===== src/rtl/axi_rd_arb_pkg.sv =====
// Shared constants and types for the AXI read-channel arbiter.
package axi_rd_arb_pkg;

    localparam logic [3:0] ID_INST   = 4'd0;
    localparam logic [3:0] ID_DATA   = 4'd1;
    localparam logic [2:0] TYPE_LINE = 3'b100;

    typedef enum logic {
        IDLE = 1'b0,
        SEND = 1'b1
    } arb_state_e;

    localparam logic [2:0] AXI_SIZE_4B    = 3'b010;
    localparam logic [1:0] AXI_BURST_INCR = 2'b01;
    localparam logic [1:0] AXI_LOCK_NONE  = 2'b00;
    localparam logic [3:0] AXI_CACHE_NONE = 4'b0000;
    localparam logic [2:0] AXI_PROT_NONE  = 3'b000;

    function automatic logic [7:0] arlen_for(input logic [2:0] rd_type);
        return (rd_type == TYPE_LINE) ? 8'd3 : 8'd0;
    endfunction

endpackage


===== src/rtl/axi_rd_arbiter_if.sv =====
// AXI AR/R channel bundle; master side is driven by the arbiter.
interface axi_rd_arbiter_if;
    logic [3:0]  arid;
    logic [31:0] araddr;
    logic [7:0]  arlen;
    logic [2:0]  arsize;
    logic [1:0]  arburst;
    logic [1:0]  arlock;
    logic [3:0]  arcache;
    logic [2:0]  arprot;
    logic        arvalid;
    logic        arready;
    logic [3:0]  rid;
    logic [31:0] rdata;
    logic [1:0]  rresp;
    logic        rlast;
    logic        rvalid;
    logic        rready;

    modport master (
        output arid, araddr, arlen, arsize, arburst, arlock, arcache, arprot, arvalid, rready,
        input  arready, rid, rdata, rresp, rlast, rvalid
    );

    modport slave (
        input  arid, araddr, arlen, arsize, arburst, arlock, arcache, arprot, arvalid, rready,
        output arready, rid, rdata, rresp, rlast, rvalid
    );
endinterface


===== src/rtl/rd_outstanding_ctr.sv =====
// Per-ID in-flight transaction counter; saturates at MAX and never underflows.
module rd_outstanding_ctr #(
    parameter int MAX = 2
) (
    input  logic clk,
    input  logic resetn,
    input  logic inc,
    input  logic dec,
    output logic full
);
    localparam logic [2:0] LIMIT = 3'(MAX);

    logic [2:0] cnt;
    logic       inc_ok;
    logic       dec_ok;

    assign inc_ok = inc & (cnt < LIMIT);
    assign dec_ok = dec & (cnt != 3'd0);
    assign full   = (cnt >= LIMIT);

    always_ff @(posedge clk or negedge resetn) begin
        if (!resetn) begin
            cnt <= 3'd0;
        end else begin
            case ({inc_ok, dec_ok})
                2'b10:   cnt <= cnt + 3'd1;
                2'b01:   cnt <= cnt - 3'd1;
                default: cnt <= cnt;
            endcase
        end
    end
endmodule


===== src/rtl/axi_rd_arbiter.sv =====
// Shares one AXI AR/R pair between the icache and dcache read ports.
// Optional performance counters are built when AXI_RD_ARB_PERF_EN is defined.
//
// state | meaning
// IDLE  | arbitrate; winner gets addr_ok this cycle, request latched
// SEND  | arvalid held with latched address until arready
module axi_rd_arbiter
    import axi_rd_arb_pkg::*;
#(
    parameter int MAX_OUTSTANDING = 2,
    parameter int STARVE_LIMIT    = 8
) (
    input  logic            clk,
    input  logic            resetn,

    input  logic            inst_rd_req,
    input  logic [31:0]     inst_rd_addr,
    input  logic [2:0]      inst_rd_type,
    output logic            inst_rd_addr_ok,
    output logic            inst_rd_data_ok,
    output logic [31:0]     inst_rd_rdata,
    output logic            inst_rd_last,

    input  logic            data_rd_req,
    input  logic [31:0]     data_rd_addr,
    input  logic [2:0]      data_rd_type,
    output logic            data_rd_addr_ok,
    output logic            data_rd_data_ok,
    output logic [31:0]     data_rd_rdata,
    output logic            data_rd_last,

    axi_rd_arbiter_if.master axi
`ifdef AXI_RD_ARB_PERF_EN
   ,output logic [31:0]     perf_inst_grants,
    output logic [31:0]     perf_data_grants,
    output logic [31:0]     perf_ar_stall,
    output logic            perf_bad_rid
`endif
);
    localparam logic [3:0] STARVE_CMP = 4'(STARVE_LIMIT);

    arb_state_e  state;
    logic [3:0]  starve_cnt;
    logic        arvalid_q;
    logic [31:0] araddr_q;
    logic [3:0]  arid_q;
    logic [7:0]  arlen_q;

    logic inst_full, data_full;
    logic inst_elig, data_elig;
    logic starved;
    logic grant_inst, grant_data;
    logic inst_match, data_match;
    logic unused_rresp;

    assign inst_elig  = inst_rd_req & ~inst_full;
    assign data_elig  = data_rd_req & ~data_full;
    assign starved    = (starve_cnt == STARVE_CMP);
    assign grant_inst = (state == IDLE) & inst_elig & (starved | ~data_elig);
    assign grant_data = (state == IDLE) & data_elig & ~grant_inst;

    assign inst_rd_addr_ok = grant_inst;
    assign data_rd_addr_ok = grant_data;

    always_ff @(posedge clk or negedge resetn) begin
        if (!resetn) begin
            state      <= IDLE;
            starve_cnt <= 4'd0;
            arvalid_q  <= 1'b0;
            araddr_q   <= 32'd0;
            arid_q     <= 4'd0;
            arlen_q    <= 8'd0;
        end else begin
            case (state)
                IDLE: begin
                    if (grant_inst || !inst_rd_req)
                        starve_cnt <= 4'd0;
                    else if (grant_data && starve_cnt != STARVE_CMP)
                        starve_cnt <= starve_cnt + 4'd1;

                    if (grant_data) begin
                        araddr_q  <= data_rd_addr;
                        arid_q    <= ID_DATA;
                        arlen_q   <= arlen_for(data_rd_type);
                        arvalid_q <= 1'b1;
                        state     <= SEND;
                    end else if (grant_inst) begin
                        araddr_q  <= inst_rd_addr;
                        arid_q    <= ID_INST;
                        arlen_q   <= arlen_for(inst_rd_type);
                        arvalid_q <= 1'b1;
                        state     <= SEND;
                    end
                end
                SEND: begin
                    if (axi.arready) begin
                        arvalid_q <= 1'b0;
                        state     <= IDLE;
                    end
                end
                default: state <= IDLE;
            endcase
        end
    end

    assign axi.arvalid = arvalid_q;
    assign axi.araddr  = araddr_q;
    assign axi.arid    = arid_q;
    assign axi.arlen   = arlen_q;
    assign axi.arsize  = AXI_SIZE_4B;
    assign axi.arburst = AXI_BURST_INCR;
    assign axi.arlock  = AXI_LOCK_NONE;
    assign axi.arcache = AXI_CACHE_NONE;
    assign axi.arprot  = AXI_PROT_NONE;
    assign axi.rready  = 1'b1;

    // Beats carrying any other ID match neither port and are dropped.
    assign inst_match = axi.rvalid & (axi.rid == ID_INST);
    assign data_match = axi.rvalid & (axi.rid == ID_DATA);

    assign inst_rd_data_ok = inst_match;
    assign inst_rd_rdata   = inst_match ? axi.rdata : 32'd0;
    assign inst_rd_last    = inst_match & axi.rlast;
    assign data_rd_data_ok = data_match;
    assign data_rd_rdata   = data_match ? axi.rdata : 32'd0;
    assign data_rd_last    = data_match & axi.rlast;

    assign unused_rresp = ^axi.rresp;

    rd_outstanding_ctr #(.MAX(MAX_OUTSTANDING)) u_inst_ctr (
        .clk    (clk),
        .resetn (resetn),
        .inc    (grant_inst),
        .dec    (inst_match & axi.rlast),
        .full   (inst_full)
    );

    rd_outstanding_ctr #(.MAX(MAX_OUTSTANDING)) u_data_ctr (
        .clk    (clk),
        .resetn (resetn),
        .inc    (grant_data),
        .dec    (data_match & axi.rlast),
        .full   (data_full)
    );

`ifdef AXI_RD_ARB_PERF_EN
    always_ff @(posedge clk or negedge resetn) begin
        if (!resetn) begin
            perf_inst_grants <= 32'd0;
            perf_data_grants <= 32'd0;
            perf_ar_stall    <= 32'd0;
            perf_bad_rid     <= 1'b0;
        end else begin
            if (grant_inst)
                perf_inst_grants <= perf_inst_grants + 32'd1;
            if (grant_data)
                perf_data_grants <= perf_data_grants + 32'd1;
            if (state == SEND && !axi.arready)
                perf_ar_stall <= perf_ar_stall + 32'd1;
            if (axi.rvalid && !(axi.rid == ID_INST || axi.rid == ID_DATA))
                perf_bad_rid <= 1'b1;
        end
    end
`endif

endmodule


===== src/flat_wrapper.sv =====
// flat-port wrapper written by rule: the top's interface ports become plain ports
module axi_rd_arbiter_flat import axi_rd_arb_pkg::*;
#(
    parameter int MAX_OUTSTANDING = 2,
    parameter int STARVE_LIMIT    = 8
)
  (clk, resetn, inst_rd_req, inst_rd_addr, inst_rd_type, inst_rd_addr_ok, inst_rd_data_ok, inst_rd_rdata, inst_rd_last, data_rd_req, data_rd_addr, data_rd_type, data_rd_addr_ok, data_rd_data_ok, data_rd_rdata, data_rd_last, axi_arid, axi_araddr, axi_arlen, axi_arsize, axi_arburst, axi_arlock, axi_arcache, axi_arprot, axi_arvalid, axi_rready, axi_arready, axi_rid, axi_rdata, axi_rresp, axi_rlast, axi_rvalid);
  axi_rd_arbiter_if axi_i ();
  input  logic clk;
  input  logic resetn;
  input  logic inst_rd_req;
  input  logic [31:0] inst_rd_addr;
  input  logic [2:0] inst_rd_type;
  output logic inst_rd_addr_ok;
  output logic inst_rd_data_ok;
  output logic [31:0] inst_rd_rdata;
  output logic inst_rd_last;
  input  logic data_rd_req;
  input  logic [31:0] data_rd_addr;
  input  logic [2:0] data_rd_type;
  output logic data_rd_addr_ok;
  output logic data_rd_data_ok;
  output logic [31:0] data_rd_rdata;
  output logic data_rd_last;
  output wire logic [$bits(axi_i.arid)-1:0] axi_arid;
  output wire logic [$bits(axi_i.araddr)-1:0] axi_araddr;
  output wire logic [$bits(axi_i.arlen)-1:0] axi_arlen;
  output wire logic [$bits(axi_i.arsize)-1:0] axi_arsize;
  output wire logic [$bits(axi_i.arburst)-1:0] axi_arburst;
  output wire logic [$bits(axi_i.arlock)-1:0] axi_arlock;
  output wire logic [$bits(axi_i.arcache)-1:0] axi_arcache;
  output wire logic [$bits(axi_i.arprot)-1:0] axi_arprot;
  output wire logic [$bits(axi_i.arvalid)-1:0] axi_arvalid;
  output wire logic [$bits(axi_i.rready)-1:0] axi_rready;
  input wire logic [$bits(axi_i.arready)-1:0] axi_arready;
  input wire logic [$bits(axi_i.rid)-1:0] axi_rid;
  input wire logic [$bits(axi_i.rdata)-1:0] axi_rdata;
  input wire logic [$bits(axi_i.rresp)-1:0] axi_rresp;
  input wire logic [$bits(axi_i.rlast)-1:0] axi_rlast;
  input wire logic [$bits(axi_i.rvalid)-1:0] axi_rvalid;
  assign axi_arid = axi_i.arid;
  assign axi_araddr = axi_i.araddr;
  assign axi_arlen = axi_i.arlen;
  assign axi_arsize = axi_i.arsize;
  assign axi_arburst = axi_i.arburst;
  assign axi_arlock = axi_i.arlock;
  assign axi_arcache = axi_i.arcache;
  assign axi_arprot = axi_i.arprot;
  assign axi_arvalid = axi_i.arvalid;
  assign axi_rready = axi_i.rready;
  assign axi_i.arready = axi_arready;
  assign axi_i.rid = axi_rid;
  assign axi_i.rdata = axi_rdata;
  assign axi_i.rresp = axi_rresp;
  assign axi_i.rlast = axi_rlast;
  assign axi_i.rvalid = axi_rvalid;
  axi_rd_arbiter #(.MAX_OUTSTANDING(MAX_OUTSTANDING), .STARVE_LIMIT(STARVE_LIMIT)) u_core (.clk(clk), .resetn(resetn), .inst_rd_req(inst_rd_req), .inst_rd_addr(inst_rd_addr), .inst_rd_type(inst_rd_type), .inst_rd_addr_ok(inst_rd_addr_ok), .inst_rd_data_ok(inst_rd_data_ok), .inst_rd_rdata(inst_rd_rdata), .inst_rd_last(inst_rd_last), .data_rd_req(data_rd_req), .data_rd_addr(data_rd_addr), .data_rd_type(data_rd_type), .data_rd_addr_ok(data_rd_addr_ok), .data_rd_data_ok(data_rd_data_ok), .data_rd_rdata(data_rd_rdata), .data_rd_last(data_rd_last), .axi(axi_i));
endmodule

===== config.mk =====
export PLATFORM = sky130hd
export DESIGN_NAME = axi_rd_arbiter_flat
export DESIGN_NICKNAME = d
export VERILOG_FILES = /design/src/rtl/axi_rd_arb_pkg.sv /design/src/rtl/axi_rd_arbiter_if.sv /design/src/rtl/rd_outstanding_ctr.sv /design/src/rtl/axi_rd_arbiter.sv /design/src/flat_wrapper.sv
export SDC_FILE = /design/constraint.sdc
export NUM_CORES = 1
export LEC_CHECK = 0
export CORE_AREA = 2 2 95 97
export CTS_CLUSTER_SIZE = 16
export DETAILED_ROUTE_END_ITERATION = 12
export DIE_AREA = 0 0 97 99
export GPL_ROUTABILITY_DRIVEN = 0
export PLACE_DENSITY = 0.85
export SETUP_SLACK_MARGIN = 0.1
export SLEW_MARGIN = 15
export SYNTH_ARGS = -nofsm -noshare
export SYNTH_HDL_FRONTEND = slang
export SYNTH_SLANG_ARGS = --single-unit
export TNS_END_PERCENT = 5

===== constraint.sdc =====
create_clock -name clk -period 4.03 [get_ports clk]
set_input_delay 1.209 -clock clk [delete_from_list [all_inputs] [get_ports clk]]
set_output_delay 1.209 -clock clk [all_outputs]
set_load 0.1 [all_outputs]

# After elaboration in Yosys (flattened, before gate mapping)
# Cells that the tools add are included.
# totals
ff_bits	56
# classes
n_mux	22
n_bitwise	20
add_sub_neg	5
n_eq_ne	11
order_cmp	4
reduce_logical	13
# ops
op	count
$mux 32	4
$mux 4	4
$mux 8	2
$and 1x1->1	14
$pmux 3 s2	2
$reduce_bool 2->1	4
$add 3x1->3 const B	2
$eq 3x3->1 const B	2
$ge 3x2->1 const B	2
$lt 3x2->1 const B	2
$mux 1	6
$reduce_and 2->1	3
$reduce_bool 3->1	2
$sub 3x1->3 const B	2
$not 1->1	5
$add 4x1->4 const B	1
$eq 2x1->1 const B	2
$eq 2x2->1 const B	2
$eq 4x1->1 const B	1
$eq 4x4->1 const B	1
$logic_not 4->1	1
$mux 2	2
$ne 4x4->1 const B	1
$pmux 1 s2	2
6 further kinds	6

# Logic depth before layout (Yosys ltp)
# Gate-level depths: netlist (run 1).
# depth
depth_word	11
mapped_depth	12
depth_no_buf	11

# By module
# From an unflattened synthesis (run 1), not the netlist that was laid out.
# unflattened
hier_cells	294
hier_area_um2	2940.3
# by_module_without_submodules
module	seq_area_each_um2	area_per_inst_um2	cells_per_inst	instances
axi_rd_arbiter	1001.0	2585.0	260	1
rd_outstanding_ctr	75.1	177.7	17	2

# Least setup slack after synthesis (run 1)
# Ideal clock, no wire load.
# synth_path
path_type	input port to output port
from	input port axi_rid[1]
to	output port inst_rd_rdata[14]
arrival_time_ns	3.761
t_required_ns	2.821
slack_ns	-0.940
n_path_buf	1
path_stages	4
path_cell_list	nand2b_1 -> nor4_1 -> clkbuf_1 -> and2_1
# synth_via
elab_chain_len	3
# synth_rtl
element	line_no	rtl
start: declaration	flat_wrapper.sv:36	input wire logic [$bits(axi_i.rid)-1:0] axi_rid;
$logic_not 4->1	axi_rd_arbiter.sv:118	assign inst_match = axi.rvalid & (axi.rid == ID_INST);
$and 1x1->1	axi_rd_arbiter.sv:118	
named net inst_rd_data_ok	flat_wrapper.sv:15	output logic inst_rd_data_ok;
$mux 32	axi_rd_arbiter.sv:122	assign inst_rd_rdata = inst_match ? axi.rdata : 32'd0;
end: declaration	flat_wrapper.sv:16	output logic [31:0] inst_rd_rdata;
# The timed path passes the listed nets, and every way through them passes these cells.

# Final worst setup path (run 1)
# layout_path
from	input port axi_rid[0]
to	output port data_rd_rdata[26]
# layout_via
elab_chain_len	3
# layout_rtl
element	line_no	rtl
$eq 4x1->1	axi_rd_arbiter.sv:119	assign data_match = axi.rvalid & (axi.rid == ID_DATA);
$and 1x1->1	axi_rd_arbiter.sv:119	
$mux 32	axi_rd_arbiter.sv:125	assign data_rd_rdata = data_match ? axi.rdata : 32'd0;
end: declaration	flat_wrapper.sv:23	output logic [31:0] data_rd_rdata;
# No other way between the ends.

==> flow_metrics.tcl, run 1 <==
set metrics [dict create \
    grt_max_degree 47 \
    place_hpwl_um 8500 \
    die_x_um 97 \
    r2r-end "u_core.u_inst_ctr.cnt[1]" \
    switching_share_pct 58.5 \
    syn-cell-area_um2 2950 \
    num-fill-cells 539 \
    worst-r2r-cell-count 8 \
    finalSetupTns_ns 0 \
    pre_cts_ws_ns 0.00768 \
    hold_depth 2 \
    antenna_found_initial 0 \
    r2r-start "u_core.state" \
    htreeDepth 2 \
    yosysUniqueCellTypes 43 \
    coreArea_um2 8550 \
    synth_top_area_cell "dfrtp_1" \
    grt_util_met2_pct 42.8 \
    hold_path_end "u_core.axi.arid[0]" \
    critPathMaxFanout 10 \
    viasPerCell 5.05 \
    finalHoldViolCount 0 \
    cts_buffers 5 \
    grt-ovfl-total 0 \
    p_switching_mw 2.19 \
    hp-class "reg -> reg" \
    fin_ws_ns 0.0908 \
    root_buffer "clkbuf_8" \
    fin_total_pwr_mw 3.75 \
    critPathRequiredTime_ns 2.82 \
    combPwrFrac_pct 70.5 \
    final_max_slew_viol_count 0 \
    grt_pass1_wl_um 17300 \
    yosys_warnings 0 \
    yosysSeqAreaShare_pct 39.0 \
    die_y_um 99 \
    internal-power_mw 1.56 \
    synth-async-reset-ratio_pct 100 \
    ff2ff_setup_slack_ns 1.22 \
    fin_worst_skew_ns 0.00857 \
    synth_top_cell_area_share_pct 39.0 \
    synth-edff-count 0 \
    regArea_um2 1150 \
    multi_input_area_um2 1710 \
    ctsHoldBuffers 0 \
    hold_start "u_core.axi.arid[0]" \
    pwr-share-seq_pct 22.0 \
    start_util_pct 34.5 \
    cp_data_arrival_time_ns 2.73 \
    status "finished, final reports clean" \
    clk_pin_slew_ns 0.08 \
    end_kind "output pin" \
    power_frac_clock_pct 7.4 \
    period_share_pct 97.7 \
    worst_slew_pin_slew_ns 1.05 \
    rsz0062_at_grt "yes" \
    vias 3179 \
    crit_type "in -> out" \
    p_per_area_nw_per_um2 597 \
    syn_area_per_cell_um2 9.98 \
    track_usage_pct 22.2 \
    dieArea_um2 9600 \
    slew_headroom_pct 30.1 \
    mostFrequentLayoutCell "clkdlybuf4s50_1" \
    cts_buffer_depth 2 \
    numPortBuffers 218 \
    drc_errors 0 \
    numClockSinks 46 \
    min_period_ns 3.94 \
    startpoint_type "input port" \
    leakage_nw 2.80 \
    drt_wl_total_um 11700 \
    grt_use_met3_pct 3.62 \
    synth_flop_cell "dfrtp_1" \
    cts_tree "yes" \
    setup_viol 0 \
    final_cell_mix "clkdlybuf4s50_1, buf_12, and2_4" \
    antenna_left 0 \
    first_global_vias 3202 \
    area_growth_syn_to_layout_pct 113 \
    first_pass_iters 4 \
    drive_gt1_share_pct 32.8 \
    routedWlPerCell_um 18.6 \
    nets 641 \
    yosys-top-cells-area "dfrtp_1, and2_1, a221o_1, buf_4, and3_1" \
    clk_latency_ns 0.29 \
    diodes 0 \
    use_met1_pct 25.9 \
    cap_violations 0 \
    vdd_drop_max_mv 0.494 \
    top_usage_layer "met2" \
    drt_iter0_drc 174 \
    ys_ff_latch 46 \
    fmax_mhz 254 \
    io_pins 245 \
    syn_inst 296 \
    row_count 34 \
    fin_util_pct 73.5 \
    whs_ns 0.500 \
]
[worst max-delay path, cell delays in order]
cell and delay [ns]:
clkdlybuf4s50_1 0.57, nor4b_4 0.27, buf_6 0.18, buf_16 0.14
and2_2 0.17, buf_12 0.17
[stage by stage]
step	std cells	instance area, um2
2_1_floorplan	318	3070
3_3_place_gp	610	5880
3_5_place_dp	610	5880
4_1_cts	620	6060
5_1_grt	629	6280
6_report	629	6280
[timing repair]
| item | in CTS | in global routing |
|---|---|---|
| pin swaps | 1 | 2 |
| setup endpoints to repair | 49 | 67 |
| resized for setup | 24 | 49 |
| buffers inserted | 1 | 7 |
| cloned | 1 | 2 |
| hold endpoints to repair | 0 | 0 |
[worst max-delay path by stage]
stage          slack [ns]        from           endpoint
3_5_place_dp        0.008  axi_rid[1]  data_rd_rdata[13]
3_3_place_gp         0.07  axi_rid[1]  data_rd_rdata[19]
2_1_floorplan       -0.06  axi_rid[1]  inst_rd_rdata[10]
4_1_cts              0.06  axi_rid[1]  data_rd_rdata[22]
5_1_grt              0.06  axi_rid[0]  data_rd_rdata[30]
6_report             0.09  axi_rid[0]  data_rd_rdata[26]
[area by class of cell]
cell class | count | share of cell area, %
multi-input combinational | 214 | 27.2
tap | 108 | 2.15
sequential | 46 | 18.3
timing repair buffer | 241 | 50.2
clock inverter | 2 | 0.219
clock buffer | 6 | 1.15
inverter | 12 | 0.717
[per-layer routing]
layer  vias to the layer above  part of all wire (%)
met2                       147                    56
li1                       1456                     -
met3                        12                   5.0
met1                      1564                    37
met4                         0                   1.2
met5                         -                     0
[state kept, by name, summed over array words and instances (netlist names)]
signal / count
u_core.u_inst_ctr.cnt: 3
u_core.state: 1
u_core.u_data_ctr.cnt: 3
u_core.axi.arid: 1
u_core.starve_cnt: 4
u_core.axi.arlen: 1
u_core.axi.arvalid: 1
u_core.axi.araddr: 32
[cell families after synthesis]
kind of cell,after synthesis,share of synthesized area [%]
simple gates,126,27.2
compound gates,49,15.4
mux,3,1.02
fa+ha+maj,6,3.05
flops,46,39.0
xor+xnor,6,1.78
other cells,2,0.254
buf+inv,58,12.3
[cell usage after synthesis, drive strengths merged, types with 4 or more instances]
| library cell | number |
|---|---|
| nor2 | 4 |
| inv | 12 |
| nand2 | 4 |
| and2 | 66 |
| a211oi | 4 |
| and3 | 32 |
| buf | 35 |
| a21oi | 4 |
| dfrtp | 46 |
| clkbuf | 11 |
| ha | 4 |
| a221o | 32 |
| xor2 | 4 |
[power groups by stage]
stage,Clock (mW),Sequential [mW],Combinational [mW]
floorplan,0,1.99,0.801
global placement,0,0.815,2.57
detailed placement,0,0.823,2.62
CTS,0.285,0.824,2.63
global route,0.304,0.856,2.75
finish,0.278,0.827,2.64
Note: power is estimated with default switching activity, not from simulation.
==> inputs of run 2 (changes only) <==
==> constraint.sdc (replaced) <==
create_clock -name clk -period 4.03 [get_ports clk]
set_input_delay 0.403 -clock clk [delete_from_list [all_inputs] [get_ports clk]]
set_output_delay 0.403 -clock clk [all_outputs]
set_load 0.1 [all_outputs]
==> run 2 against run 1 <==
  * First-iteration DRC count fell by 39%
  * Sequential share of layout area rose by 4.7 points
  * Global-route usage fell by 3.2 points
  * Largest power group unchanged
  * Cell area shrank 21%
  * Hold slack got worse by 0.23 ns
  * Die area stayed put
  * Clock skew rose by 0.00066 ns
  * Total power down 2.2%
==> flow_metrics.tcl, run 2 (synthesis gave the netlist of run 1 again) <==
set metrics [dict create \
    status "finished, final reports clean" \
    grt_util_met2_pct 33.9 \
    grt-ovfl-total 0 \
    finalHoldViolCount 0 \
    startpoint_type "input port" \
    worst_slew_pin_slew_ns 1.12 \
    end_kind "output pin" \
    area_growth_syn_to_layout_pct 69.0 \
    hp-class "in -> async" \
    leakage_nw 2.35 \
    diodes 0 \
    use_met1_pct 22.9 \
    cts_tree "yes" \
    routedWlPerCell_um 15.8 \
    slew_headroom_pct 25.2 \
    final_cell_mix "clkdlybuf4s50_1, buf_4, and2_1" \
    drive_gt1_share_pct 17.6 \
    ctsHoldBuffers 0 \
    p_per_area_nw_per_um2 734 \
    critPathMaxFanout 38 \
    start_util_pct 34.5 \
    setup_viol 0 \
    die_x_um 97 \
    post_cts_buffers 0 \
    htreeDepth 2 \
    row_count 34 \
    postCtsResizedCells 0 \
    fmax_mhz 330 \
    cts_buffer_depth 2 \
    root_buffer "clkbuf_8" \
    pre_cts_ws_ns 0.929 \
    numPortBuffers 218 \
    slowest_stage "or4b_4" \
    top_usage_layer "met2" \
    antenna_found_initial 0 \
    path_cells "clkdlybuf4s50_1, or4b_4, a21oi_4, buf_4, buf_12" \
    mostFrequentLayoutCell "clkdlybuf4s50_1" \
    crit_type "in -> out" \
    fin_ws_ns 1.00 \
    track_usage_pct 19.1 \
    critPathRequiredTime_ns 3.63 \
    clk_latency_ns 0.29 \
    die_y_um 99 \
    period_share_pct 75.2 \
    largest_reg_flops 32 \
    vias 2983 \
    drt_wl_total_um 9630 \
    grt_max_degree 47 \
    grt_use_met3_pct 4.47 \
    drc_errors 0 \
    grt_pass1_wl_um 15100 \
    cap_violations 0 \
    num-fill-cells 717 \
    rsz0062_at_grt "no" \
    first_global_vias 3002 \
    antenna_left 0 \
    cts_buffers 5 \
    finalSetupTns_ns 0 \
    dieArea_um2 9600 \
    cp_data_arrival_time_ns 2.63 \
    critical-path-max-stage-delay_ns 0.70 \
    clk_pin_slew_ns 0.09 \
    viasPerCell 4.90 \
    final_max_slew_viol_count 0 \
    min_period_ns 3.03 \
    fin_worst_skew_ns 0.00923 \
    nets 621 \
    drt_iter0_drc 107 \
    io_pins 245 \
    first_pass_iters 4 \
    vdd_drop_max_mv 0.552 \
    numClockSinks 46 \
    coreArea_um2 8550 \
    place_hpwl_um 7360 \
]
-- run 2: changes by cell type in the layout (fill, tap and decap cells not counted), moves of 2 or more --
cell | previous run | this run
buf_4 | 14 | 72
and2_4 | 57 | 0
and2_1 | 4 | 66
dlymetal6s2s_1 | 4 | 0
buf_6 | 2 | 0
and2_2 | 5 | 0
buf_8 | 2 | 0
buf_12 | 73 | 1
clkdlybuf4s50_1 | 143 | 147
-- run 2: final cells by class --
class / count / area (um2) / share of cell area [%]
Clock inverter: 2 / 13.8 / 0.276
Clock buffer: 6 / 72.6 / 1.45
Sequential cell: 46 / 1150 / 23.1
Inverter: 12 / 45.0 / 0.902
Timing Repair Buffer: 221 / 2040 / 40.8
Tap cell: 108 / 135 / 2.71
Multi-Input combinational cell: 214 / 1540 / 30.8
-- run 2: critical path, delay by kind of cell --
| family | cells | cell delay [ns] |
|---|---|---|
| simple gates | 1 | 0.70 |
| compound gates | 1 | 0.32 |
| buf+inv | 3 | 1.17 |
-- run 2: worst paths after layout --
path                            cells after the start  slack (ns)                  endpoint                from
worst max-delay path                                5        1.00           inst_rd_addr_ok         inst_rd_req
worst min-delay path                                1        0.27      u_core.axi.araddr[5]              resetn
worst max register to register                      8        1.32  u_core.u_data_ctr.cnt[2]        u_core.state
worst min register to register                      2        0.50        u_core.axi.arid[0]  u_core.axi.arid[0]
max in group asynchronous                           1        3.11     u_core.axi.araddr[19]              resetn
min in group clk                                    2        0.50        u_core.axi.arid[0]  u_core.axi.arid[0]
-- run 2: through the flow --
step                cells  hold WS [ns]  utilization, %  area (um2)  total power, mW
global placement      601         0.470            57.4        4900             3.34
floorplan             318         0.107               -        3040             2.79
global route          609         0.352            58.4        4990             3.82
CTS                   609         0.317            58.4        4990             3.68
finish                609         0.273            58.4        4990             3.67
detailed placement    601         0.471            57.4        4900             3.39
-- run 2: routing by layer --
layer / up-vias / routed length [um]
met3: 16 / 636
met2: 147 / 4990
met5: - / 0
met4: 0 / 161
met1: 1405 / 3840
li1: 1415 / -
-- run 2: where the power goes --
group          switching [mW]  total, mW  leakage [nW]  internal, mW
sequential              0.155      0.825         0.573         0.670
clock                   0.158      0.281        0.0452         0.123
combinational            1.85       2.56          1.73         0.706
total                    2.17       3.67          2.35          1.50
==> inputs of run 3 (changes only) <==
--- a/config.mk
+++ b/config.mk
@@ -5,12 +5,12 @@
 export SDC_FILE = /design/constraint.sdc
 export NUM_CORES = 1
 export LEC_CHECK = 0
-export CORE_AREA = 2 2 95 97
+export CORE_MARGIN = 1
+export CORE_UTILIZATION = 30
 export CTS_CLUSTER_SIZE = 16
 export DETAILED_ROUTE_END_ITERATION = 12
-export DIE_AREA = 0 0 97 99
 export GPL_ROUTABILITY_DRIVEN = 0
-export PLACE_DENSITY = 0.85
+export PLACE_DENSITY = 0.79
 export SETUP_SLACK_MARGIN = 0.1
 export SLEW_MARGIN = 15
 export SYNTH_ARGS = -nofsm -noshare
==> constraint.sdc (replaced) <==
create_clock -name clk -period 2.43 [get_ports clk]
set_input_delay 0.243 -clock clk [delete_from_list [all_inputs] [get_ports clk]]
set_output_delay 0.243 -clock clk [all_outputs]
set_load 0.1 [all_outputs]
==> run 3 against run 2 <==
  * Clock power rose by 110%
  * Sequential cell count did not move
  * Critical path depth did not move
  * Worst setup slack got worse by 0.83 ns
  * Total power rose by 72%
  * Cell area rose by 20%
==> flow_metrics.tcl, run 3 (synthesis gave the netlist of run 1 again) <==
set metrics [dict create \
    status "finished, final reports clean" \
    rsz0062_at_grt "yes" \
    grt_pass1_wl_um 16100 \
    start_util_pct 31.5 \
    antenna_found_initial 0 \
    p_switching_mw 3.66 \
    fin_area_um2 6010 \
    multi_input_area_um2 1580 \
    critical-path-max-stage-delay_ns 0.55 \
    regArea_um2 1150 \
    ff2ff_setup_slack_ns 0.19 \
    die_x_um 101 \
    whs_ns 0.0760 \
    antenna_left 0 \
    cts_buffers 5 \
    crit_top_cell "buf_12" \
    track_usage_pct 20.7 \
    switching_share_pct 58.2 \
    end_kind "output pin" \
    viasPerCell 4.81 \
    critPathMaxFanout 35 \
    worst_slew_pin_slew_ns 0.993 \
    nets 638 \
    finalSetupTns_ns 0 \
    vias 3109 \
    first_global_vias 3094 \
    dieArea_um2 10200 \
    met2WireLength_um 6000 \
    drt_wl_total_um 10900 \
    combPwrFrac_pct 69.1 \
    cap_violations 0 \
    crit_type "reg -> out" \
    diodes 0 \
    worst-r2r-cell-count 10 \
    critPathRequiredTime_ns 2.19 \
    startpoint_type "flip-flop" \
    fin_total_pwr_mw 6.30 \
    slowest_stage "or4b_4" \
    cts_buffer_depth 2 \
    met1_length_um 3850 \
    clk_latency_ns 0.30 \
    r2r-start "u_core.starve_cnt[0]" \
    numPortBuffers 218 \
    fmax_mhz 442 \
    drt_iter0_drc 155 \
    pwr-share-seq_pct 21.6 \
    htreeDepth 2 \
    numClockSinks 46 \
    path_cells "or4b_4, buf_4, a21oi_4, buf_12, buf_12" \
    slew_headroom_pct 33.8 \
    cp_data_arrival_time_ns 2.02 \
    drive_gt1_share_pct 29.3 \
    final_cell_mix "clkdlybuf4s50_1, buf_12, and2_1" \
    row_count 35 \
    mostFrequentLayoutCell "clkdlybuf4s50_1" \
    io_pins 245 \
    min_period_ns 2.26 \
    cts_tree "yes" \
    finalHoldViolCount 0 \
    wl_met3_um 887 \
    internal-power_mw 2.63 \
    first_pass_iters 4 \
    period_share_pct 93.1 \
    post_dp_cell_area_um2 5840 \
    topRoutingLayerUsed "met4" \
    area_growth_syn_to_layout_pct 103 \
    drc_errors 0 \
    r2r-end "u_core.u_data_ctr.cnt[2]" \
    die_y_um 101 \
    largest_reg_flops 32 \
    grt_max_degree 47 \
    fin_worst_skew_ns 0.0134 \
    vdd_drop_max_mv 1.26 \
    root_buffer "clkbuf_8" \
    p_per_area_nw_per_um2 1050 \
    power_frac_clock_pct 9.2 \
    hp-class "in -> async" \
    setup_viol 0 \
    grt-ovfl-total 0 \
    routedWlPerCell_um 16.8 \
    place_hpwl_um 8770 \
    num-fill-cells 722 \
    final_max_slew_viol_count 0 \
    clk_pin_slew_ns 0.10 \
    coreArea_um2 9370 \
    leakage_nw 2.68 \
    fin_util_pct 64.1 \
]
==> run 3: cell count changes in the layout (fill, tap and decap cells not counted), moves of 2 or more <==
cell,previous run,this run
clkdlybuf4s50_1,147,111
inv_4,0,2
dfrtp_2,0,2
inv_1,11,8
buf_4,72,55
ha_1,4,1
fa_1,2,0
buf_12,1,71
fa_2,0,2
dfrtp_1,46,44
ha_4,0,2
==> run 3: timing repair <==
| action | in CTS | in global routing |
|---|---|---|
| hold buffers | 0 | 0 |
| setup endpoints to repair | 2 | 3 |
| setup buffers | 0 | 3 |
| pin swaps | 0 | 3 |
| gates resized for setup | 1 | 10 |
==> run 3: worst max-delay path by stage <==
stage / startpoint / endpoint / slack, ns
global route: u_core.starve_cnt[0] / u_core.u_data_ctr.cnt[2] / 0.05
finish: u_core.u_inst_ctr.cnt[1] / inst_rd_addr_ok / 0.17
detailed placement: inst_rd_req / u_core.u_data_ctr.cnt[2] / -0.10
floorplan: u_core.state / u_core.u_inst_ctr.cnt[2] / -0.02
global placement: inst_rd_req / u_core.u_data_ctr.cnt[2] / 0.0002
CTS: u_core.u_inst_ctr.cnt[1] / inst_rd_addr_ok / 0.02
==> run 3: critical path, delay by kind of cell (launching register included) <==
family	cells	cell delay, ns
compound gates	1	0.17
buf+inv	3	0.59
flops	1	0.40
simple gates	1	0.55
==> run 3: layout make-up <==
class	count	share of cell area, %
timing repair buffer	238	49.1
multi-input combinational	214	26.3
sequential	46	19.2
tap	129	2.69
clock buffer	5	1.15
inverter	12	0.833
clock inverter	3	0.729
==> run 3: power groups by stage <==
stage	sequential, mW	combinational, mW	clock (mW)
3_3_place_gp	1.35	4.23	0
3_5_place_dp	1.34	4.33	0
6_report	1.36	4.35	0.581
5_1_grt	1.40	4.53	0.631
4_1_cts	1.36	4.32	0.591
2_1_floorplan	3.30	1.35	0
==> run 3: stage by stage <==
step | std cells | worst slack, ns
2_1_floorplan | 318 | -0.0175
3_3_place_gp | 636 | 0.000188
3_5_place_dp | 636 | -0.102
4_1_cts | 644 | 0.0153
5_1_grt | 647 | 0.0508
6_report | 647 | 0.169
==> run 3: routing by layer <==
layer	vias up	GRT usage [%]
li1	1445	-
met1	1478	22.0
met2	176	41.7
met3	10	4.35
met4	0	4.12
met5	-	0
